**src/rtl/multicycle_ctrl_pkg.sv**
```systemverilog
// ============================================================================
// Module   : multicycle_ctrl_pkg
// Purpose  : Shared encodings for the multicycle controller, ALU control and datapath.
// Revision : 1.0 - initial release
// ============================================================================
`default_nettype none

package multicycle_ctrl_pkg;

    typedef enum logic [3:0] {
        S_FETCH    = 4'd0,
        S_DECODE   = 4'd1,
        S_MEM_ADDR = 4'd2,
        S_MEM_RD   = 4'd3,
        S_MEM_WB   = 4'd4,
        S_MEM_WR   = 4'd5,
        S_R_EXEC   = 4'd6,
        S_R_WB     = 4'd7,
        S_I_EXEC   = 4'd8,
        S_I_WB     = 4'd9,
        S_BRANCH   = 4'd10,
        S_JUMP     = 4'd11
    } state_t;

    localparam logic [5:0] OP_RTYPE = 6'b000000;
    localparam logic [5:0] OP_LW    = 6'b100011;
    localparam logic [5:0] OP_SW    = 6'b101011;
    localparam logic [5:0] OP_ADDI  = 6'b001000;
    localparam logic [5:0] OP_ANDI  = 6'b001100;
    localparam logic [5:0] OP_ORI   = 6'b001101;
    localparam logic [5:0] OP_BEQ   = 6'b000100;
    localparam logic [5:0] OP_J     = 6'b000010;

    localparam logic [2:0] ALUOP_ADD   = 3'b000;
    localparam logic [2:0] ALUOP_SUB   = 3'b001;
    localparam logic [2:0] ALUOP_RTYPE = 3'b010;
    localparam logic [2:0] ALUOP_AND   = 3'b011;
    localparam logic [2:0] ALUOP_OR    = 3'b100;

    localparam logic [1:0] SRCB_RT     = 2'b00;
    localparam logic [1:0] SRCB_FOUR   = 2'b01;
    localparam logic [1:0] SRCB_IMM    = 2'b10;
    localparam logic [1:0] SRCB_IMM_SH = 2'b11;

    localparam logic [1:0] PCSRC_ALU    = 2'b00;
    localparam logic [1:0] PCSRC_ALUOUT = 2'b01;
    localparam logic [1:0] PCSRC_JUMP   = 2'b10;

    typedef struct packed {
        logic [2:0] alu_op;
        logic [5:0] alu_funct;
        logic       alu_src_a;
        logic [1:0] alu_src_b;
        logic       mem_read;
        logic       mem_write;
        logic       ir_write;
        logic       pc_write;
        logic       reg_write;
        logic       reg_dst;
        logic       mem_to_reg;
        logic [1:0] pc_src;
        logic       illegal;
    } ctrl_out_t;

    // Unknown opcodes dispatch back to FETCH; that is what flags them illegal.
    function automatic state_t dispatch_state(input logic [5:0] op);
        case (op)
            OP_LW, OP_SW:             return S_MEM_ADDR;
            OP_RTYPE:                 return S_R_EXEC;
            OP_ADDI, OP_ANDI, OP_ORI: return S_I_EXEC;
            OP_BEQ:                   return S_BRANCH;
            OP_J:                     return S_JUMP;
            default:                  return S_FETCH;
        endcase
    endfunction

endpackage

`default_nettype wire

```
**src/rtl/multicycle_ctrl_out_decode.sv**
```systemverilog
// ============================================================================
// Module   : ctrl_out_decode
// Purpose  : Combinational state-to-strobe decoder; all outputs forced low in reset.
// Revision : 1.0 - initial release
// ============================================================================
`default_nettype none

module ctrl_out_decode
    import multicycle_ctrl_pkg::*;
(
    input  logic       rst,
    input  state_t     state_i,
    input  logic [5:0] opcode_i,
    input  logic [5:0] opcode_q_i,
    input  logic [5:0] funct_q_i,
    input  logic       mem_ready_i,
    input  logic       zero_i,
    output ctrl_out_t  ctrl_o
);

    always_comb begin
        ctrl_o = '0;
        if (!rst) begin
            case (state_i)
                S_FETCH: begin
                    ctrl_o.mem_read  = 1'b1;
                    ctrl_o.alu_src_b = SRCB_FOUR;
                    ctrl_o.ir_write  = mem_ready_i;
                    ctrl_o.pc_write  = mem_ready_i;
                end
                S_DECODE: begin
                    ctrl_o.alu_src_b = SRCB_IMM_SH;
                    ctrl_o.illegal   = (dispatch_state(opcode_i) == S_FETCH);
                end
                S_MEM_ADDR: begin
                    ctrl_o.alu_src_a = 1'b1;
                    ctrl_o.alu_src_b = SRCB_IMM;
                end
                S_MEM_RD: ctrl_o.mem_read  = 1'b1;
                S_MEM_WR: ctrl_o.mem_write = 1'b1;
                S_MEM_WB: begin
                    ctrl_o.reg_write  = 1'b1;
                    ctrl_o.mem_to_reg = 1'b1;
                end
                S_R_EXEC: begin
                    ctrl_o.alu_src_a = 1'b1;
                    ctrl_o.alu_src_b = SRCB_RT;
                    ctrl_o.alu_op    = ALUOP_RTYPE;
                    ctrl_o.alu_funct = funct_q_i;
                end
                S_R_WB: begin
                    ctrl_o.reg_write = 1'b1;
                    ctrl_o.reg_dst   = 1'b1;
                end
                S_I_EXEC: begin
                    ctrl_o.alu_src_a = 1'b1;
                    ctrl_o.alu_src_b = SRCB_IMM;
                    case (opcode_q_i)
                        OP_ANDI: ctrl_o.alu_op = ALUOP_AND;
                        OP_ORI:  ctrl_o.alu_op = ALUOP_OR;
                        default: ctrl_o.alu_op = ALUOP_ADD;
                    endcase
                end
                S_I_WB: ctrl_o.reg_write = 1'b1;
                S_BRANCH: begin
                    ctrl_o.alu_src_a = 1'b1;
                    ctrl_o.alu_src_b = SRCB_RT;
                    ctrl_o.alu_op    = ALUOP_SUB;
                    ctrl_o.pc_src    = PCSRC_ALUOUT;
                    ctrl_o.pc_write  = zero_i;
                end
                S_JUMP: begin
                    ctrl_o.pc_src   = PCSRC_JUMP;
                    ctrl_o.pc_write = 1'b1;
                end
                default: ;
            endcase
        end
    end

endmodule

`default_nettype wire

```
**src/rtl/multicycle_ctrl.sv**
```systemverilog
// ============================================================================
// Module   : multicycle_ctrl
// Purpose  : Multicycle main control FSM; CTRL_PERF_CNT_EN adds cycle/instr counters.
// Revision : 1.0 - initial release
// ============================================================================
`default_nettype none

module multicycle_ctrl
    import multicycle_ctrl_pkg::*;
#(
    parameter logic [3:0] RESET_STATE = 4'd0
) (
    input  logic        clk,
    input  logic        rst,
    input  logic [5:0]  opcode,
    input  logic [5:0]  funct,
    input  logic        zero,
    input  logic        mem_ready,
    output logic [2:0]  alu_op,
    output logic [5:0]  alu_funct,
    output logic        alu_src_a,
    output logic [1:0]  alu_src_b,
    output logic        mem_read,
    output logic        mem_write,
    output logic        ir_write,
    output logic        pc_write,
    output logic        reg_write,
    output logic        reg_dst,
    output logic        mem_to_reg,
    output logic [1:0]  pc_src,
    output logic        illegal,
    output logic [3:0]  state
`ifdef CTRL_PERF_CNT_EN
    ,
    output logic [31:0] cycle_cnt,
    output logic [31:0] instr_cnt
`endif
);

    state_t     state_q, state_d;
    logic [5:0] opcode_q, opcode_d;
    logic [5:0] funct_q, funct_d;
    ctrl_out_t  w_ctrl;

    always_ff @(posedge clk or posedge rst) begin
        if (rst) begin
            state_q  <= state_t'(RESET_STATE);
            opcode_q <= '0;
            funct_q  <= '0;
        end else begin
            state_q  <= state_d;
            opcode_q <= opcode_d;
            funct_q  <= funct_d;
        end
    end

    always_comb begin
        state_d  = state_q;
        opcode_d = opcode_q;
        funct_d  = funct_q;
        case (state_q)
            S_FETCH:    if (mem_ready) state_d = S_DECODE;
            S_DECODE: begin
                opcode_d = opcode;
                funct_d  = funct;
                state_d  = dispatch_state(opcode);
            end
            S_MEM_ADDR: state_d = (opcode_q == OP_LW) ? S_MEM_RD : S_MEM_WR;
            S_MEM_RD:   if (mem_ready) state_d = S_MEM_WB;
            S_MEM_WR:   if (mem_ready) state_d = S_FETCH;
            S_R_EXEC:   state_d = S_R_WB;
            S_I_EXEC:   state_d = S_I_WB;
            default:    state_d = S_FETCH;
        endcase
    end

    ctrl_out_decode u_decode (
        .rst         (rst),
        .state_i     (state_q),
        .opcode_i    (opcode),
        .opcode_q_i  (opcode_q),
        .funct_q_i   (funct_q),
        .mem_ready_i (mem_ready),
        .zero_i      (zero),
        .ctrl_o      (w_ctrl)
    );

    assign alu_op     = w_ctrl.alu_op;
    assign alu_funct  = w_ctrl.alu_funct;
    assign alu_src_a  = w_ctrl.alu_src_a;
    assign alu_src_b  = w_ctrl.alu_src_b;
    assign mem_read   = w_ctrl.mem_read;
    assign mem_write  = w_ctrl.mem_write;
    assign ir_write   = w_ctrl.ir_write;
    assign pc_write   = w_ctrl.pc_write;
    assign reg_write  = w_ctrl.reg_write;
    assign reg_dst    = w_ctrl.reg_dst;
    assign mem_to_reg = w_ctrl.mem_to_reg;
    assign pc_src     = w_ctrl.pc_src;
    assign illegal    = w_ctrl.illegal;
    assign state      = state_q;

`ifdef CTRL_PERF_CNT_EN
    logic [31:0] cycle_cnt_q;
    logic [31:0] instr_cnt_q;
    logic        w_instr_done;

    // Any return to FETCH from beyond DECODE is a retired instruction; illegal ones return from DECODE.
    assign w_instr_done = (state_q != S_FETCH) && (state_q != S_DECODE) && (state_d == S_FETCH);

    always_ff @(posedge clk or posedge rst) begin
        if (rst) begin
            cycle_cnt_q <= '0;
            instr_cnt_q <= '0;
        end else begin
            cycle_cnt_q <= cycle_cnt_q + 32'd1;
            if (w_instr_done) instr_cnt_q <= instr_cnt_q + 32'd1;
        end
    end

    assign cycle_cnt = cycle_cnt_q;
    assign instr_cnt = instr_cnt_q;
`endif

endmodule

`default_nettype wire

```
**config.mk**
```make
export PLATFORM = sky130hd
export DESIGN_NAME = multicycle_ctrl
export DESIGN_NICKNAME = d
export VERILOG_FILES = /design/src/rtl/multicycle_ctrl_pkg.sv /design/src/rtl/multicycle_ctrl_out_decode.sv /design/src/rtl/multicycle_ctrl.sv
export SDC_FILE = /design/constraint.sdc
export NUM_CORES = 1
export LEC_CHECK = 0
export CORE_MARGIN = 10
export CORE_UTILIZATION = 35
export CTS_BUF_LIST = sky130_fd_sc_hd__clkbuf_16
export DETAILED_ROUTE_END_ITERATION = 10
export PLACE_DENSITY = 0.66
export REMOVE_ABC_BUFFERS = 1
export SYNTH_ARGS = -nofsm -noshare
export SYNTH_HDL_FRONTEND = slang
export SYNTH_SLANG_ARGS = --single-unit
```
**constraint.sdc**
```tcl
create_clock -name clk -period 2.3 [get_ports clk]
set_input_delay 0.345 -clock clk [delete_from_list [all_inputs] [get_ports clk]]
set_output_delay 0.345 -clock clk [all_outputs]
set_load 0.05 [all_outputs]
```
# ---- Word-level counts from Yosys, hierarchy flattened
# Cells that the tools add are included.
# Widths: inputs -> output; s select.
dict set report word_totals {
  reg_bits 16
  elab_cells 60
}
dict set report classes {
  eq_ne 24
  mux 23
  n_reduce_logical 10
}
# operator count
set ops {}
lappend ops {{$eq 6x4->1 const B} 5}
lappend ops {{$pmux 4 s7} 1}
lappend ops {{$mux 22} 1}
lappend ops {{$mux 4} 5}
lappend ops {{$pmux 4 s5} 1}
lappend ops {{$eq 6x6->1 const B} 3}
lappend ops {{$eq 4x3->1 const B} 4}
lappend ops {{$eq 4x4->1 const B} 4}
lappend ops {{$pmux 3 s3} 1}
lappend ops {{$eq 4x2->1 const B} 2}
lappend ops {{$logic_not 4->1} 2}
lappend ops {{$mux 1} 8}
lappend ops {{$eq 6x2->1 const B} 1}
lappend ops {{$eq 6x3->1 const B} 1}
lappend ops {{$logic_not 6->1} 1}
lappend ops {{$mux 6} 1}
lappend ops {{$ne 2x2->1 const B} 3}
lappend ops {{$pmux 2 s3} 1}
lappend ops {{$pmux 3 s2} 1}
lappend ops {{$reduce_or 2->1} 3}
lappend ops {{$reduce_or 3->1} 2}
lappend ops {{$eq 4x1->1 const B} 1}
lappend ops {{$pmux 2 s2} 1}
lappend ops {{$reduce_or 4->1} 1}
lappend ops {{3 further kinds} 3}

# ---- Logic depth before layout (Yosys ltp)
# Gate-level depths: netlist of the first run.
dict set report depth {
  depth_word 8
  mapped_depth 5
}

# ---- By module
# A second synthesis of the first run with hierarchy kept.
dict set report unflattened {
  hier_cells 126
  area_unflattened_um2 1142.3
}
# mod instances cells_each area_per_inst_um2 seq_area_each_um2
set by_module_without_submodules {}
lappend by_module_without_submodules {multicycle_ctrl 1 70 800.8 400.4}
lappend by_module_without_submodules {ctrl_out_decode 1 56 341.6 0.0}

# ---- Worst setup path before layout of the first run
# OpenSTA, ideal clock, no wires.
dict set report synth_path {
  path_kind {register to output}
  startpoint {reg state_q[3] (netlist: state[3])}
  endpoint {out alu_src_a}
  arrival_time_ns 3.434
  required_ns 1.955
  setup_slack_ns -1.479
  stages_incl_launch_ff 4
  path_buffers 2
  path_cell_list {dfrtp_1 > buf_4 > clkbuf_1 > a2111oi_0}
}
dict set report synth_between {
  elab_chain_cells 4
  word_cells_on_any_way 7
}
# element line
set synth_lines {}
lappend synth_lines {{start: declaration} multicycle_ctrl.sv:40} ;# state_t state_q, state_d;
lappend synth_lines {{start signal: assignment} multicycle_ctrl.sv:47} ;# state_q <= state_t'(RESET_STATE);
lappend synth_lines {{start signal: assignment} multicycle_ctrl.sv:51} ;# state_q <= state_d;
lappend synth_lines {{$eq 4x2->1 (tied with other cells)} multicycle_ctrl_out_decode.sv:24} ;# case (state_i)
lappend synth_lines {{$reduce_or 4->1 (no source line) (*)} -}
lappend synth_lines {{$mux 1 (*)} multicycle_ctrl_out_decode.sv:24}
lappend synth_lines {{$mux 22 (*)} multicycle_ctrl_out_decode.sv:23} ;# if (!rst) begin
lappend synth_lines {{end: declaration} multicycle_ctrl.sv:21} ;# output logic alu_src_a,
# Every way passes the cells marked *; elsewhere a longest branch is shown, timed or not.

# ---- Worst setup path in the final report of the first run
dict set report layout_path {
  startpoint {in rst}
  endpoint {out alu_funct[1]}
}
dict set report layout_between {
  elab_chain_cells 1
}
# element line
set layout_lines {}
lappend layout_lines {{start: declaration} multicycle_ctrl.sv:14} ;# input logic rst,
lappend layout_lines {{$mux 22} multicycle_ctrl_out_decode.sv:23}
lappend layout_lines {{end: declaration} multicycle_ctrl.sv:20} ;# output logic [5:0] alu_funct,
# No other way between the ends.

==> results_dict.tcl, run 1 <==
set metrics [dict create \
    status "finished, final reports clean" \
    drtPass1Iterations 4 \
    synthesis.area_sq_mm 0.00111 \
    rsz0062_at_grt "false" \
    skew_ns 0.00262 \
    drive_gt1_frac 0.331 \
    hold_class "in2async" \
    cp_max_fo 7 \
    die_height_um 76.4 \
    yosysSeqAreaShare 0.360 \
    power_density_mw_per_mm2 829 \
    core_sq_mm 0.00305 \
    antenna_found_initial 0 \
    numCtsBuffers 3 \
    crit_path_start_kind "input pin" \
    grt_pass1_wl_um 5560 \
    cts_tree "done" \
    r2r_cells 3 \
    avgSynthCellArea_sq_um 9.59 \
    drv_slew 0 \
    routed_wl_um 3140 \
    layout_commonest_cell "buf_12" \
    ant_nets 0 \
    dp_hpwl_um 2560 \
    grt_util_all_layers 0.113 \
    async_reset_ff_frac 1.00 \
    cts.reportedPaths.clkPinSlew_ns 0.05 \
    synthCells 116 \
    period_share 0.956 \
    detail_route.wl_per_cell_um 15.1 \
    cp.required_ns 1.96 \
    final_cell_mix "buf_12, clkdlybuf4s50_1, dfrtp_1" \
    diodes 0 \
    highest_layer "met4" \
    rows 20 \
    hold_viol 0 \
    peakVddDrop_mv 0.684 \
    drt-vias-per-instance 5.16 \
    die_w_um 76.4 \
    drc 0 \
    drt_iter0_drc 57 \
    area_delta_synth_final_pct 71.1 \
    cts-root-buf "clkbuf_16" \
    clk_path_buf_depth 2 \
    end_kind "output port" \
    maxCapViolCount 0 \
    insertion_delay_ns 0.25 \
    leakage_uw 0.000765 \
    cts_htree_levels 1 \
    grt_pass1_vias 1071 \
    pin_count 42 \
    stdcell_count 207 \
    crit_type "in2out" \
    grt_max_degree 21 \
    arrival_ns 1.85 \
    gp_congestion 0.819 \
    setup_violations 0 \
    overflow 0 \
    synth_seq_cells 16 \
    dp_cells 203 \
    synth_warnings 0 \
    slew_headroom 0.590 \
    min_period_ns 2.20 \
    die_area_sq_mm 0.00583 \
    synth_edf_count 0 \
    drt-met1-wl_um 1370 \
    reg2reg_slack_ns 0.57 \
    n_fill_cell 262 \
    portBuffers 41 \
    wl_met2_um 1550 \
    wl_met3_um 159 \
    synth_cell_type_count 43 \
    initial_core_util 0.364 \
    max_freq_ghz 0.455 \
    worstMarginPinSlew_ns 0.615 \
    finalPower_uw 1580 \
    dr_total_vias 1068 \
    synth_flop_cell "dfrtp_1" \
    r2r_end "opcode_q[5]" \
    final_nets 180 \
    clock_sinks 16 \
    crit-reg2reg-launch "state[1]" \
]
==> cell usage after synthesis (2+ instances only) <==
| library cell | count | area [sq um] |
|---|---|---|
| mux2_2 | 8 | 90.1 |
| nand4_1 | 2 | 12.5 |
| nor3_1 | 8 | 40.0 |
| o21a_1 | 2 | 15.0 |
| nand2_1 | 4 | 15.0 |
| nor2_1 | 9 | 33.8 |
| inv_1 | 7 | 26.3 |
| nand2b_1 | 2 | 12.5 |
| and2_1 | 8 | 50.1 |
| dfrtp_1 | 16 | 400 |
| mux2_1 | 3 | 33.8 |
| clkbuf_1 | 4 | 15.0 |
| nand3b_1 | 3 | 22.5 |
| a211oi_1 | 2 | 15.0 |
| o211ai_1 | 2 | 15.0 |
| o21ai_0 | 3 | 15.0 |
| a21oi_1 | 4 | 20.0 |
| buf_6 | 2 | 22.5 |
| nand4b_1 | 2 | 17.5 |
| o221ai_1 | 2 | 17.5 |
==> worst max-delay path, cell delays in order <==
cell	delay, ns
clkdlybuf4s50_1	0.43
or3b_4	0.41
nor3b_2	0.17
buf_4	0.17
and2_1	0.19
buf_12	0.15
==> final cells by class <==
class / instances / area (sq um) / area share
Multi-Input combinational cell: 85 / 638 / 0.335
Inverter: 7 / 26.3 / 0.0138
Clock buffer: 3 / 75.1 / 0.0394
Clock inverter: 1 / 3.75 / 0.00197
Tap cell: 44 / 55.1 / 0.0289
Timing Repair Buffer: 51 / 703 / 0.369
Sequential cell: 16 / 402 / 0.211
==> per-layer routing <==
metal | global-route usage | vias up
met5 | 0 | -
met4 | 0.0446 | 0
met3 | 0.0224 | 4
met2 | 0.194 | 32
met1 | 0.133 | 505
li1 | - | 527
==> how the worst max path moves through the flow <==
stage | startpoint | endpoint | slack [ns] | depth (start not counted)
CTS | state[2] | alu_funct[1] | 0.05 | 5
floorplan | state[1] | alu_src_a | -1.50 | 2
global route | rst | alu_funct[5] | 0.01 | 6
finish | rst | alu_funct[1] | 0.10 | 6
detailed placement | rst | alu_funct[1] | 0.08 | 6
global placement | rst | alu_funct[1] | 0.11 | 6
==> what timing repair did <==
| item | 4_1_cts | 5_1_grt |
|---|---|---|
| gates resized for setup | 0 | 2 |
| endpoints found under the setup margin | 0 | 7 |
| hold buffers | 0 | 0 |
| buffers inserted | 0 | 0 |
==> cells by family after synthesis <==
family	after synthesis	share of synthesized area
and+or+nand+nor	49	0.286
AOI/OAI and AO/OA	24	0.166
DFF	16	0.360
buffers and inverters	15	0.0686
muxes	11	0.111
xor gates and xnor gates	1	0.00788
==> power breakdown <==
group / total, uW / switching [uW] / internal (uW)
Sequential: 506 / 103 / 403
Clock: 337 / 107 / 231
Combinational: 736 / 373 / 362
==> flip-flops by register name, summed over array words and instances (netlist names) <==
name and cells:
state 4, opcode_q 6, funct_q 6
==> per-stage QoR <==
stage	hold slack (ns)	instance area [sq um]	utilization	TNS, ns	setup slack, ns
5_1_grt	0.503	1900	0.623	0	0.0118
4_1_cts	0.477	1900	0.622	0	0.0458
3_3_place_gp	0.462	1820	0.596	0	0.106
3_5_place_dp	0.471	1820	0.596	0	0.0809
2_1_floorplan	0.275	1060	-	-3.99	-1.50
6_report	0.477	1900	0.623	0	0.102
(Power assumes the default switching activity.)
==> run 2, diff against run 1 <==
ABC_AREA = 1   (was default)
SLEW_MARGIN = 30   (was default)
==> results_dict.tcl, run 2 <==
set metrics [dict create \
    core_sq_mm 0.00303 \
    crit_type "reg2out" \
    max_freq_ghz 0.478 \
    peakVddDrop_mv 0.400 \
    area_delta_synth_final_pct 69.1 \
    crit-reg2reg-launch "state[3]" \
    ant_nets 0 \
    min-delay-start "opcode_q[5]" \
    end_kind "output port" \
    worstHoldPathCells 2 \
    initial_core_util 0.365 \
    n_fill_cell 268 \
    leakage_uw 0.000918 \
    overflow 0 \
    grt_util_all_layers 0.118 \
    rsz0062_at_grt "false" \
    gp_congestion 0.925 \
    die_area_sq_mm 0.00581 \
    drt-vias-per-instance 4.57 \
    antenna_found_initial 0 \
    r2r_end "state[0]" \
    maxCapViolCount 0 \
    worstMarginPinSlew_ns 0.509 \
    r2r_cells 6 \
    synth_seq_cells 16 \
    hold_end "opcode_q[5]" \
    reg2reg_slack_ns 1.02 \
    post-route-util 0.618 \
    min_period_ns 2.09 \
    detail_route.wl_per_cell_um 12.6 \
    die_w_um 76.2 \
    ctsResizeCount 0 \
    crit_path_start_kind "register" \
    ys_top_cells_by_area "dfrtp_1, nand2_1, nor2_1" \
    synth_top_cell_by_area "dfrtp_1" \
    synthCells 166 \
    die_height_um 76.2 \
    hold_viol 0 \
    yosysSeqAreaShare 0.362 \
    drt_iter0_drc 30 \
    pin_count 42 \
    drtPass1Iterations 4 \
    synth_top_cell_area_share 0.362 \
    grt_max_degree 19 \
    drv_slew 0 \
    setup_violations 0 \
    dp_hpwl_um 2720 \
    final_cell_mix "nand2_1, nor2_1, inv_1" \
    regArea_sq_um 400 \
    synth_edf_count 0 \
    drc 0 \
    drive_gt1_frac 0.203 \
    post_cts_buffers 0 \
    arrival_ns 1.75 \
    ys_top_cells_by_count "nand2_1, nor2_1, inv_1, dfrtp_1, nand3_1" \
    routed_wl_um 3230 \
    numCtsBuffers 3 \
    portBuffers 41 \
    cp.required_ns 1.96 \
    dr_total_vias 1169 \
    synthesis.area_sq_mm 0.00111 \
    synth_cell_type_count 22 \
    clk_path_buf_depth 2 \
    place_area_sq_mm 0.00179 \
    clock_sinks 16 \
    status "finished, final reports clean" \
    slew_headroom 0.659 \
    async_reset_ff_frac 1.00 \
    cts.reportedPaths.clkPinSlew_ns 0.05 \
    rows 20 \
    insertion_delay_ns 0.25 \
    cp_max_fo 18 \
    synth_most_common_cell "nand2_1" \
    skew_ns 0.00243 \
    avgSynthCellArea_sq_um 6.66 \
    layout_commonest_cell "nand2_1" \
    cts_hold_buf 0 \
    grt_pass1_vias 1237 \
    final_nets 229 \
    period_share 0.909 \
    cts-root-buf "clkbuf_16" \
    hold_class "reg2reg" \
    diodes 0 \
    synth_flop_cell "dfrtp_1" \
    cts_tree "done" \
    multi_input_area_sq_um 573 \
    design_area_sq_mm 0.00187 \
    finalPower_uw 1810 \
    power_density_mw_per_mm2 966 \
    synth_warnings 0 \
    cts_htree_levels 1 \
    grt_pass1_wl_um 5750 \
]
-- run 2: cell count changes after synthesis, moves of 6 or more --
cell,delta
nor2_1,+17
nand3_1,+11
mux2_2,-8
o21ai_0,+6
nand2_1,+45
and2_1,-8
inv_1,+16
-- run 2: how the worst max path moves through the flow --
stage | endpoint | slack (ns) | startpoint | cells after the start
3_3_place_gp | reg_write | 0.32 | rst | 7
4_1_cts | illegal | 0.21 | state[0] | 7
3_5_place_dp | alu_funct[1] | 0.25 | rst | 5
6_report | illegal | 0.21 | state[0] | 7
5_1_grt | alu_funct[1] | 0.10 | rst | 5
2_1_floorplan | alu_op[2] | -0.38 | state[3] | 4
-- run 2: power breakdown --
| part | switching, uW | total [uW] | internal [uW] |
|---|---|---|---|
| sequential | 98.5 | 505 | 406 |
| clock | 112 | 343 | 231 |
| combinational | 609 | 958 | 349 |
| total | 820 | 1810 | 986 |
-- run 2: routing by layer --
layer	GRT usage	wire, um	share of wire
met5	0	0	0
met4	0.0446	53	0.016
met3	0.0283	94	0.029
met2	0.205	1570	0.49
met1	0.137	1510	0.47
-- run 2: critical path: stages (launching register included) --
cell	delay, ns
dfrtp_1	0.49
inv_2	0.09
nor2_4	0.14
nand2_4	0.15
inv_6	0.16
nand4_1	0.10
nor2_1	0.19
buf_12	0.17
-- run 2: final cells by class --
| class | count | share of cell area |
|---|---|---|
| timing repair buffer | 45 | 0.353 |
| multi-input combinational | 121 | 0.306 |
| sequential | 16 | 0.214 |
| inverter | 26 | 0.0548 |
| clock buffer | 3 | 0.0401 |
| tap | 44 | 0.0294 |
| clock inverter | 1 | 0.00201 |
-- run 2: kinds of logic after synthesis --
kind of cell | after synthesis | synth area share
AND/OR/NAND/NOR | 105 | 0.443
buffers and inverters | 29 | 0.120
flip-flops | 16 | 0.362
AO/OA/AOI/OAI | 16 | 0.0747
-- run 2: metrics by stage --
step                      instances  setup slack (ns)  setup TNS, ns  hold slack (ns)
after floorplan                 163            -0.375          -1.14            0.310
after global placement          252             0.322              0            0.497
after detailed placement        252             0.254              0            0.510
after CTS                       256             0.205              0            0.523
after global routing            256             0.100              0            0.559
final                           256             0.210              0            0.523
==> run 3, diff against run 2 <==
clock period = 1.95 ns   (was 2.3 ns; I/O delays follow)
==> results_dict.tcl, run 3 (synthesis gave the netlist of run 2 again) <==
set metrics [dict create \
    status "finished, final reports clean" \
    die_height_um 76.2 \
    overflow 0 \
    leakage_uw 0.000952 \
    dr_total_vias 1214 \
    cp_max_fo 18 \
    peakVddDrop_mv 0.521 \
    switchingPower_uw 1000 \
    drt-vias-per-instance 4.63 \
    gp_congestion 0.894 \
    finalPower_uw 2190 \
    dp_cells 256 \
    comb_power_share 0.539 \
    rsz0062_at_grt "true" \
    ant_nets 0 \
    grt_max_degree 19 \
    worstMarginPinSlew_ns 0.341 \
    power_frac_clock 0.184 \
    grt_pass1_wl_um 5870 \
    max_freq_ghz 0.533 \
    seqPwrFrac 0.278 \
    switching_share 0.456 \
    grt_util_all_layers 0.119 \
    routed_wl_um 3440 \
    cp.required_ns 1.66 \
    setup_violations 0 \
    cts_htree_levels 1 \
    clk_path_buf_depth 2 \
    grt_pass1_vias 1273 \
    antenna_found_initial 0 \
    whs_ns 0.524 \
    drive_gt1_frac 0.289 \
    slowest_stage "dfrtp_2" \
    initial_core_util 0.365 \
    path_delay_family "simple AND/OR/NAND/NOR gates" \
    final_nets 235 \
    drc 0 \
    die_area_sq_mm 0.00581 \
    power_density_mw_per_mm2 1140 \
    rows 20 \
    crit_chain "inv_2, nor2_4, nand2_4, inv_6, nand4_1, nor2_2, buf_12" \
    arrival_ns 1.59 \
    cts_tree "done" \
    skew_ns 0.00192 \
    area_delta_synth_final_pct 74.7 \
    detail_route.wl_per_cell_um 13.1 \
    diodes 0 \
    slew_headroom 0.771 \
    numCtsBuffers 3 \
    drt_iter0_drc 50 \
    dp_hpwl_um 2760 \
    die_w_um 76.2 \
    end_kind "output port" \
    cp.buffers_inverters 3 \
    stdcell_count 262 \
    cts-root-buf "clkbuf_16" \
    crit_path_start_kind "register" \
    period_share 0.963 \
    drtPass1Iterations 4 \
    cts.reportedPaths.clkPinSlew_ns 0.05 \
    core_sq_mm 0.00303 \
    min_period_ns 1.88 \
    reg2reg_slack_ns 0.61 \
    crit_type "reg2out" \
    maxCapViolCount 0 \
    cts_hold_buf 0 \
    clock_sinks 16 \
    final_cell_mix "nand2_1, inv_1, buf_12" \
    drv_slew 0 \
    pin_count 42 \
    internal_power_uw 1190 \
    hold_class "reg2reg" \
    insertion_delay_ns 0.25 \
    hold_viol 0 \
    cpPeakStageDelay_ns 0.46 \
    portBuffers 41 \
    layout_commonest_cell "nand2_1" \
    post-route-util 0.638 \
]
==> run 3: cell count changes in the layout (fill, tap and decap cells not counted) <==
cell             change
o21ai_1              +1
nor2_4               +1
nor2_2               +4
nor2_1               -5
dfrtp_1              -3
buf_4               +10
o21ai_0              -1
nand3_1              -1
inv_2                +1
inv_1                -1
nand3_2              +1
dfrtp_2              +3
clkdlybuf4s50_1      -4
==> run 3: per-stage QoR <==
stage	setup WS (ns)	TNS (ns)	area, sq um
floorplan	-0.673	-5.45	1080
global placement	0.0689	0	1810
detailed placement	-0.0116	-0.0193	1810
CTS	0.00941	0	1910
global route	-0.0212	-0.0330	1930
finish	0.0722	0	1930
==> run 3: metal layers <==
metal  routed length (um)  global-route usage  part of all wire
met1                 1610               0.145              0.47
met2                 1680               0.200              0.49
met5                    0                   0                 0
met3                   93              0.0224             0.027
met4                   58              0.0465             0.017
==> run 3: timing repair <==
action,in CTS,in global routing
cloned,0,0
setup endpoints to repair,8,10
setup buffers,0,2
gates resized for setup,6,6
==> run 3: cell type report <==
| cell class | count | area (sq um) |
|---|---|---|
| inverter | 26 | 103 |
| tap | 44 | 55.1 |
| fill | 265 | 1100 |
| multi-input combinational | 121 | 596 |
| sequential | 16 | 404 |
| clock buffer | 3 | 75.1 |
| timing repair buffer | 51 | 696 |
| clock inverter | 1 | 3.75 |
==> run 3: worst reg2reg max path: cells and delay by family (launching register included) <==
kind | cells | cell delay, ns
simple gates | 7 | 0.55
flops | 1 | 0.46
buf+inv | 2 | 0.26
==> run 3: path summary, 6_finish.rpt <==
path / endpoint / cells past startpoint / from
worst min register to register: opcode_q[2] / 2 / opcode_q[2]
min in group asynchronous: state[0] / 3 / rst
max in group asynchronous: opcode_q[4] / 3 / rst
worst min-delay path: opcode_q[2] / 2 / opcode_q[2]
worst max-delay path: illegal / 7 / state[0]
worst max register to register: state[2] / 9 / state[0]
==> run 3: power groups by stage <==
stage	Clock [uW]	Sequential (uW)	Combinational, uW
6_report	403	609	1180
5_1_grt	424	625	1300
4_1_cts	407	605	1160
3_5_place_dp	0	604	1150
3_3_place_gp	0	596	1140
2_1_floorplan	0	644	660
